--- src/rtl/guess_scheduler.sv ---
// Round-robin turn scheduler sharing one hangman guess datapath between NUM_PLAYERS players.
// Optional idle-turn forfeit enabled by defining GUESS_SCHED_TIMEOUT_EN.
module guess_scheduler #(
    parameter int unsigned NUM_PLAYERS    = 2,
    parameter int unsigned SCORE_W        = 4,
    parameter int unsigned TIMEOUT_CYCLES = 255
) (
    input  logic                           clk,
    input  logic                           reset,
    input  logic                           start,
    input  logic [NUM_PLAYERS-1:0]         req,
    input  logic [5*NUM_PLAYERS-1:0]       char_in,
    output logic [NUM_PLAYERS-1:0]         ack,
    output logic [1:0]                     turn,
    output logic                           dp_valid,
    output logic [4:0]                     dp_char,
    input  logic                           dp_ready,
    input  logic                           dp_done,
    input  logic                           dp_hit,
    input  logic                           game_over,
    output logic [SCORE_W*NUM_PLAYERS-1:0] score,
    output logic                           timeout_flag,
    output logic                           busy
);

    typedef enum logic [2:0] {
        StIdle,
        StWaitReq,
        StIssue,
        StWaitResult,
        StNext,
        StFinished
    } state_e;

    localparam logic [SCORE_W-1:0] ScoreMax   = '1;
    localparam logic [1:0]         LastPlayer = 2'(NUM_PLAYERS - 1);

    state_e                         r_state, w_state_d;
    logic [1:0]                     r_turn, w_turn_d;
    logic [NUM_PLAYERS-1:0]         r_ack, w_ack_d;
    logic                           r_dp_valid, w_dp_valid_d;
    logic [4:0]                     r_dp_char, w_dp_char_d;
    logic [SCORE_W*NUM_PLAYERS-1:0] r_score, w_score_d;
    logic                           r_tmo_flag, w_tmo_flag_d;
    logic                           r_busy, w_busy_d;

    logic                           w_req_cur;
    logic [4:0]                     w_char_cur;
    logic [SCORE_W-1:0]             w_score_cur;
    logic                           w_tmo_hit;

`ifdef GUESS_SCHED_TIMEOUT_EN
    localparam logic [7:0] TmoLast = 8'(TIMEOUT_CYCLES - 1);
    logic [7:0] r_tmo_cnt;

    // Counter is zero on every entry to WAIT_REQ because it clears whenever the state changes.
    always_ff @(posedge clk or negedge reset) begin
        if (!reset) begin
            r_tmo_cnt <= '0;
        end else if (r_state == StWaitReq && w_state_d == StWaitReq) begin
            r_tmo_cnt <= r_tmo_cnt + 8'd1;
        end else begin
            r_tmo_cnt <= '0;
        end
    end

    assign w_tmo_hit = (r_tmo_cnt == TmoLast);
`else
    logic [31:0] w_unused_tmo;
    assign w_unused_tmo = 32'(TIMEOUT_CYCLES);
    assign w_tmo_hit    = 1'b0;
`endif

    // Current player's request, character and score, selected with constant indices.
    always_comb begin
        w_req_cur   = 1'b0;
        w_char_cur  = '0;
        w_score_cur = '0;
        for (int i = 0; i < NUM_PLAYERS; i++) begin
            if (r_turn == 2'(i)) begin
                w_req_cur   = req[i];
                w_char_cur  = char_in[5*i +: 5];
                w_score_cur = r_score[SCORE_W*i +: SCORE_W];
            end
        end
    end

    always_comb begin
        w_state_d    = r_state;
        w_turn_d     = r_turn;
        w_ack_d      = '0;
        w_dp_char_d  = r_dp_char;
        w_score_d    = r_score;
        w_tmo_flag_d = 1'b0;

        unique case (r_state)
            StIdle, StFinished: begin
                if (start) begin
                    w_score_d = '0;
                    w_turn_d  = '0;
                    w_state_d = StWaitReq;
                end
            end
            StWaitReq: begin
                if (game_over) begin
                    w_state_d = StFinished;
                end else if (w_req_cur) begin
                    w_dp_char_d = w_char_cur;
                    for (int i = 0; i < NUM_PLAYERS; i++) begin
                        w_ack_d[i] = (r_turn == 2'(i));
                    end
                    w_state_d = StIssue;
                end else if (w_tmo_hit) begin
                    w_tmo_flag_d = 1'b1;
                    w_state_d    = StNext;
                end
            end
            StIssue: begin
                if (dp_ready) begin
                    w_state_d = StWaitResult;
                end
            end
            StWaitResult: begin
                if (dp_done) begin
                    if (dp_hit && w_score_cur != ScoreMax) begin
                        for (int i = 0; i < NUM_PLAYERS; i++) begin
                            if (r_turn == 2'(i)) begin
                                w_score_d[SCORE_W*i +: SCORE_W] = w_score_cur + SCORE_W'(1);
                            end
                        end
                    end
                    if (game_over) begin
                        w_state_d = StFinished;
                    end else if (dp_hit) begin
                        w_state_d = StWaitReq;
                    end else begin
                        w_state_d = StNext;
                    end
                end
            end
            StNext: begin
                w_turn_d  = (r_turn == LastPlayer) ? 2'd0 : r_turn + 2'd1;
                w_state_d = StWaitReq;
            end
            default: begin
                w_state_d = StIdle;
            end
        endcase

        w_dp_valid_d = (w_state_d == StIssue);
        w_busy_d     = !(w_state_d inside {StIdle, StFinished});
    end

    always_ff @(posedge clk or negedge reset) begin
        if (!reset) begin
            r_state    <= StIdle;
            r_turn     <= '0;
            r_ack      <= '0;
            r_dp_valid <= 1'b0;
            r_dp_char  <= '0;
            r_score    <= '0;
            r_tmo_flag <= 1'b0;
            r_busy     <= 1'b0;
        end else begin
            r_state    <= w_state_d;
            r_turn     <= w_turn_d;
            r_ack      <= w_ack_d;
            r_dp_valid <= w_dp_valid_d;
            r_dp_char  <= w_dp_char_d;
            r_score    <= w_score_d;
            r_tmo_flag <= w_tmo_flag_d;
            r_busy     <= w_busy_d;
        end
    end

    assign ack          = r_ack;
    assign turn         = r_turn;
    assign dp_valid     = r_dp_valid;
    assign dp_char      = r_dp_char;
    assign score        = r_score;
    assign timeout_flag = r_tmo_flag;
    assign busy         = r_busy;

endmodule

--- config.mk ---
export PLATFORM = sky130hd
export DESIGN_NAME = guess_scheduler
export DESIGN_NICKNAME = d
export VERILOG_FILES = /design/src/rtl/guess_scheduler.sv
export SDC_FILE = /design/constraint.sdc
export NUM_CORES = 1
export LEC_CHECK = 0
export ABC_AREA = 1
export CAP_MARGIN = 10
export CORE_ASPECT_RATIO = 0.7
export CORE_UTILIZATION = 50
export DETAILED_ROUTE_END_ITERATION = 8
export PLACE_DENSITY_LB_ADDON = 0.08
export SETUP_SLACK_MARGIN = 0.15
export SLEW_MARGIN = 20
export SYNTH_ARGS = -nofsm -noshare
export SYNTH_HDL_FRONTEND = slang
export SYNTH_SLANG_ARGS = --single-unit
--- constraint.sdc ---
create_clock -name clk -period 2.9 [get_ports clk]
set_clock_uncertainty 0.05 [all_clocks]
set_input_delay 0.435 -clock clk [delete_from_list [all_inputs] [get_ports clk]]
set_output_delay 0.435 -clock clk [all_outputs]
set_load 0.05 [all_outputs]
==> results.md, run 1 <==
- Leakage: a little over 0.8 nW
- Cell family with the largest share of critical-path delay: buffers and inverters
- Critical path required time: between 2 and 2.5 ns
- Max-cap viol count: 0
- Post-Syn Nets: around 180
- Async SR Flop Fraction: 100%
- Worst Tran Pin Value: slightly below 0.6 ns
- Die area: roughly 2800 um2
- Final wirelength: 3160 um
- Placer's final routability congestion estimate: 0.904
- Critical path fanouts, max: 8
- CTS sink cnt: 22
- Clock buffer depth: 2
- Final nets: approximately 220
- Syn Area/Cell: 8.02 um2
- Register area: about 550 um2
- Mux cell area share after synthesis: 0%
- Setup TNS: 0 ns
- Worst-path clk slew: around 0.08 ns
- Number of buffers created by CTS: 3
- Setup WS pre-CTS: between 0.9 and 1 ns
- Largest family of logic cells by synthesized area: simple AND/OR/NAND/NOR gates
- CP bufs+invs: 1
- Tcrit/Tclk final: between 70% and 80%
- R2r worst-path depth: 10
- Cell Rows: 15
- Initial Util: 52.9%
- Root buffer cell: clkbuf_8
- I/O Buffers: 37
- Yosys cell types: 23
- Crit path largest cell delay: 0.86 ns
- First-pass GRT wire length: about 4800 um
- Clk_lat worst skew: between 0.2 and 0.3 ns
- Top cells by area, synth: dfrtp_1 (42%), nand2_1 (12%), nand3_1 (5.8%)
- Capturing point of the worst reg2reg path: score[3]$_DFFE_PN0P_
- Synthesized cell area: around 1300 um2
- Fin crit period: between 2 and 2.5 ns
- Final Cell Area: roughly 1700 um2
- Yosys reg bits: 22
- Synth Area in Simple Gates: around 41%
- Dpl cells: about 230
- Residual DRC count: 0
- Synth cell count leaders: nand2_1 (42), dfrtp_1 (22), nor2_1 (20)
- Cells after Synth: between 150 and 200
- Top_reg_cell synth: dfrtp_1
- Synth Area in Compound Gates: a little under a tenth
- P per Cell Area: 866 nW/um2
- Hold WC Path Type: reg2reg
- Area leader, netlist: dfrtp_1
- Antenna diodes: 0
- Synthesis Warnings: 0
- Final Hold Viols: 0
- Number of setup violations in the final report: 0
- Vias in the first global route: 1000
- IO Count: 39
- Worst hold endpoint: dp_char[0]$_DFFE_PN0P_
- Initial DRC Count: 76
- Area growth syn-to-layout: 33.2%
- Share of layout cells above drive strength 1: between 10% and 20%
- Worst slew margin: between 60 and 70%
- Setup slack, reg-to-reg: 0.85 ns
- Hold Buf Count CTS: 0
- XOR/XNOR share of the synthesized area: 0%
- Crit path launch type: register
- Hold Startpoint: dp_char[0]$_DFFE_PN0P_
- GRT overflow: 0
- Peak VDD IR: 0.536 mV
- CTS tree: built
- Yosys top cell area share: 42.3%
- Crit path kind: reg2out
- Worst path arrival time: 1.62 ns
- Placed Area: approximately 1700 um2
- Fillers: ~210
- Pins Over Slew Limit: 0
- Die H: between 40 and 50 um
- Multi-input gate area: 667 um2
- H-tree depth: 1
- WHS Path Cells: 1
- DRT Pass-1 Iters: 4
- WL per Instance: about 14 um
- CP cell instances: clkdlybuf4s50_1
- Slowest cell on crit path: clkdlybuf4s50_1
- WHS: about 0.44 ns
- # resized after CTS: 0
- Initial antenna violation count: 0
- Fmax: between 400 and 500 MHz
- Non-filler cells, final: roughly 230
- Via count: between 1000 and 1500
- RSZ-0062 raised after global routing: no
- Final worst setup slack: roughly 0.8 ns
- CP endpoint kind: output pin
- Core area: 2460 um2
- Tot Pwr: 1.50 mW
- GR Util All Layers: a little under a quarter
- Adder-Cell Fraction of Synth Area: less than 1%
- Util after Layout: a little over two thirds
- Drt via density: 5.00
- Die X: 62.9 um
- Critical R2R Launch: turn[0]$_DFFE_PN0P_
- Sequential fraction of the synthesis area: between 40% and 50%
- Largest net degree at the start of global routing: 23
- Post-synth EDFFs: 0
- Count leader, synth: nand2_1
- Postcts setup bufs: 0
- Hpwl dp: around 2400 um
- Status: completed
- Detail Route Antenna Nets: 0
-- where the power goes --
group / switching, mW / leakage (nW) / internal, mW
Sequential: 0.0682 / 0.291 / 0.387
Clock: 0.0946 / 0.0216 / 0.0927
Combinational: 0.581 / 0.508 / 0.277
Total: 0.744 / 0.820 / 0.756
-- per-layer routing --
metal / part of all wire [%] / wire length [um] / global-route usage, % / up-vias
met5: 0 / 0 / 0 / -
met4: 1.1 / 34 / 7.44 / 0
met3: 6.0 / 191 / 6.44 / 7
met2: 44 / 1380 / 34.6 / 39
met1: 49 / 1560 / 32.9 / 533
li1: - / - / - / 591
-- final cells by class --
class	instances	share of cell area (%)
clock buffer	3	2.38
multi-input combinational	123	38.5
timing repair buffer	38	21.8
inverter	14	3.03
tap	34	2.46
sequential	22	31.8
-- cells by family (layout without fill, tap and decap cells) --
logic type,Yosys count,count (layout)
buffers and inverters,17,55
and+or+nand+nor,103,103
other,1,1
AOI/OAI and AO/OA,18,18
adders and majority gates,1,1
DFF,22,22
-- cell usage in the layout, fill, tap and decap left out, types with 5 or more instances in the layout --
master,instances
nand2_1,42
clkdlybuf4s50_1,37
dfrtp_1,22
nor2_1,20
nand3_1,15
nand2_2,11
inv_1,8
inv_2,6
a21oi_2,5
a21o_1,5
-- registers in the layout (all words and copies together), names as in the netlist --
name	cells
busy	1
r_state	3
score	8
ack	2
dp_valid	1
turn	2
dp_char	5
-- worst max path at each step --
stage	from	endpoint	slack (ns)	depth (start not counted)
2_1_floorplan	turn[1]$_DFFE_PN0P_	score[7]$_DFFE_PN0P_	0.98	11
3_3_place_gp	turn[1]$_DFFE_PN0P_	score[6]$_DFFE_PN0P_	1.02	9
3_5_place_dp	turn[0]$_DFFE_PN0P_	score[3]$_DFFE_PN0P_	0.92	10
4_1_cts	turn[1]$_DFFE_PN0P_	turn[1]	0.79	1
5_1_grt	turn[1]$_DFFE_PN0P_	turn[1]	0.76	1
6_report	turn[0]$_DFFE_PN0P_	turn[0]	0.79	1
Power figures use the tool's default switching activity.
==> run 2: changes to the inputs <==
--- a/config.mk
+++ b/config.mk
@@ -8,7 +8,7 @@
 export ABC_AREA = 1
 export CAP_MARGIN = 10
 export CORE_ASPECT_RATIO = 0.7
-export CORE_UTILIZATION = 50
+export CORE_UTILIZATION = 46
 export DETAILED_ROUTE_END_ITERATION = 8
 export PLACE_DENSITY_LB_ADDON = 0.08
 export SETUP_SLACK_MARGIN = 0.15
==> constraint.sdc (replaced) <==
create_clock -name clk -period 2.1 [get_ports clk]
set_clock_uncertainty 0.05 [all_clocks]
set_input_delay 0.315 -clock clk [delete_from_list [all_inputs] [get_ports clk]]
set_output_delay 0.315 -clock clk [all_outputs]
set_load 0.05 [all_outputs]
==> results.md, run 2 (synthesis gave the netlist of run 1 again) <==
- Max FFs per register: 8 (unchanged)
- Crit path launch type: register (unchanged)
- GR Util All Layers: 21.1% (was 23.3%)
- Worst Setup SP: score[0]$_DFFE_PN0P_ (was turn[0]$_DFFE_PN0P_)
- Status: completed (unchanged)
- Placed Area: 1700 um2 (was 1690 um2)
- Initial DRC Count: 59 (was 76)
- P per Cell Area: 1190 nW/um2 (was 866 nW/um2)
- CP endpoint kind: output pin (unchanged)
- Final Hold Viols: 0 (unchanged)
- Int Pwr: 1.09 mW (was 0.756 mW)
- IO Count: 39 (unchanged)
- Area growth syn-to-layout: 34.6% (was 33.2%)
- Cell Rows: 15 (unchanged)
- Detail Route Antenna Nets: 0 (unchanged)
- Number of setup violations in the final report: 0 (unchanged)
- Cell family with the largest share of critical-path delay: buffers and inverters (unchanged)
- Commonest non-fill, non-tap cell in the layout: nand2_1 (unchanged)
- Worst path arrival time: 1.49 ns (was 1.62 ns)
- Core area: 2570 um2 (was 2460 um2)
- Pins Over Slew Limit: 0 (unchanged)
- Root buffer cell: clkbuf_8 (unchanged)
- Initial antenna violation count: 0 (unchanged)
- Via count: 1136 (was 1170)
- Final nets: 223 (was 222)
- H-tree depth: 1 (unchanged)
- I/O Buffers: 37 (unchanged)
- Logic gate share of total power: 55.9% (was 57.2%)
- Worst-path clk slew: 0.08 ns (about the same)
- Die X: 65.5 um (was 62.9 um)
- Worst Tran Pin Value: 0.512 ns (was 0.582 ns)
- RSZ-0062 raised after global routing: no (unchanged)
- Tcrit/Tclk final: between 80% and 90%
- CTS sink cnt: 22 (unchanged)
- Sw Ratio: 47.8% (was 49.6%)
- Crit path largest cell delay: 0.82 ns (was 0.86 ns)
- CP cell instances: clkdlybuf4s50_1 (unchanged)
- Clock share of power: 14.2% (was 12.5%)
- Share of layout cells above drive strength 1: 20.8% (was 19.5%)
- Hpwl dp: 2210 um (was 2420 um)
- Antenna diodes: 0 (unchanged)
- Final Cell Area: 1750 um2 (was 1730 um2)
- Critical R2R Launch: turn[1]$_DFFE_PN0P_ (was turn[0]$_DFFE_PN0P_)
- Largest net degree at the start of global routing: 23 (unchanged)
- CP bufs+invs: 1 (unchanged)
- Number of buffers created by CTS: 3 (unchanged)
- Drt via density: 4.81 (was 5.00)
- Leakage: 0.837 nW (was 0.820 nW)
- R2r worst-path depth: 8 (was 10)
- GRT overflow: 0 (unchanged)
- Vias in the first global route: 991 (was 1000)
- Crit path kind: reg2out (unchanged)
- Capturing point of the worst reg2reg path: busy$_DFF_PN0_ (was score[3]$_DFFE_PN0P_)
- WHS: 0.354 ns (was 0.440 ns)
- Residual DRC count: 0 (unchanged)
- Setup TNS: 0 ns (unchanged)
- Peak VDD IR: 0.797 mV (was 0.536 mV)
- Share of power burned in registers: 29.9% (was 30.3%)
- WL per Instance: 12.0 um (was 13.5 um)
- Die H: 46.5 um (was 44.7 um)
- CTS tree: built (unchanged)
- Clk_lat worst skew: 0.26 ns (about the same)
- Final wirelength: 2840 um (was 3160 um)
- Critical path required time: 1.74 ns (was 2.41 ns)
- Net Sw Power: 0.993 mW (was 0.744 mW)
- Critical path fanouts, max: 3 (was 8)
- Setup slack, reg-to-reg: 0.35 ns (was 0.85 ns)
- Slowest cell on crit path: clkdlybuf4s50_1 (unchanged)
- Worst slew margin: 65.8% (was 61.2%)
- DRT Pass-1 Iters: 4 (unchanged)
- Commonest cells after routing, fill and taps aside: nand2_1 (42), clkdlybuf4s50_1 (35), dfrtp_1 (22), nor2_1 (20), nand3_1 (15) (was nand2_1 (42), clkdlybuf4s50_1 (37), dfrtp_1 (22), nor2_1 (20), nand3_1 (15))
- Initial Util: 50.6% (was 52.9%)
- First-pass GRT wire length: 4650 um (was 4800 um)
- Max-cap viol count: 0 (unchanged)
- Fin crit period: 1.86 ns
- Hold WC Path Type: in2async (was reg2reg)
- Die area: 3050 um2 (was 2810 um2)
- Fmax: 538 MHz
- Clock buffer depth: 2 (unchanged)
- Placer's final routability congestion estimate: 0.852 (was 0.904)
run 2: cell types whose count changed in the layout (fill, tap and decap cells not counted), sizes merged:
cell	delta
clkbuf	+1
clkdlybuf4s50	-2
dlygate4sd2	+1
buf	+2
run 2: worst max-delay path by stage:
| stage | endpoint | depth (start not counted) |
|---|---|---|
| after global routing | busy$_DFF_PN0_ | 8 |
| after CTS | score[0] | 1 |
| after floorplan | score[7]$_DFFE_PN0P_ | 11 |
| after global placement | busy$_DFF_PN0_ | 6 |
| after detailed placement | busy$_DFF_PN0_ | 6 |
| final | score[0] | 1 |
run 2: per-stage QoR:
stage	cells	utilization, %	power [mW]	setup WS (ns)
after floorplan	162	-	1.49	0.181
after global placement	232	65.9	1.78	0.387
after detailed placement	232	65.9	1.80	0.292
after CTS	236	68.0	2.09	0.242
after global routing	236	68.0	2.23	0.190
final	236	68.0	2.08	0.241
run 2: what timing repair did:
| action | CTS | global route |
|---|---|---|
| gates resized for setup | 1 | 0 |
| endpoints found under the setup margin | 1 | 0 |
| buffers inserted | 0 | 0 |
| hold buffers | 0 | 0 |
run 2: power by group through the flow:
stage	logic [mW]	registers, mW	clock network, mW
3_5_place_dp	1.17	0.630	0
3_3_place_gp	1.15	0.626	0
4_1_cts	1.17	0.622	0.306
2_1_floorplan	0.580	0.906	0
5_1_grt	1.28	0.634	0.323
6_report	1.16	0.622	0.296
run 2: cell type report:
cell class	count	area [um2]
Fill cell	208	822
Timing Repair Buffer	39	382
Multi-Input combinational cell	123	667
Sequential cell	22	551
Tap cell	34	42.5
Clock buffer	4	55.1
Inverter	14	52.6
run 2: per-layer routing:
metal	track usage, %	routed length [um]
met1	31.3	1510
met2	30.5	1120
met3	5.94	199
met4	3.91	12
met5	0	0
==> run 3: changes to the inputs <==
--- a/config.mk
+++ b/config.mk
@@ -6,7 +6,7 @@
 export NUM_CORES = 1
 export LEC_CHECK = 0
 export ABC_AREA = 1
-export CAP_MARGIN = 10
+export CAP_MARGIN = 5
 export CORE_ASPECT_RATIO = 0.7
 export CORE_UTILIZATION = 46
 export DETAILED_ROUTE_END_ITERATION = 8
==> results of run 3 <==
No change in the layout: final DEF, timing and power equal those of run 2.
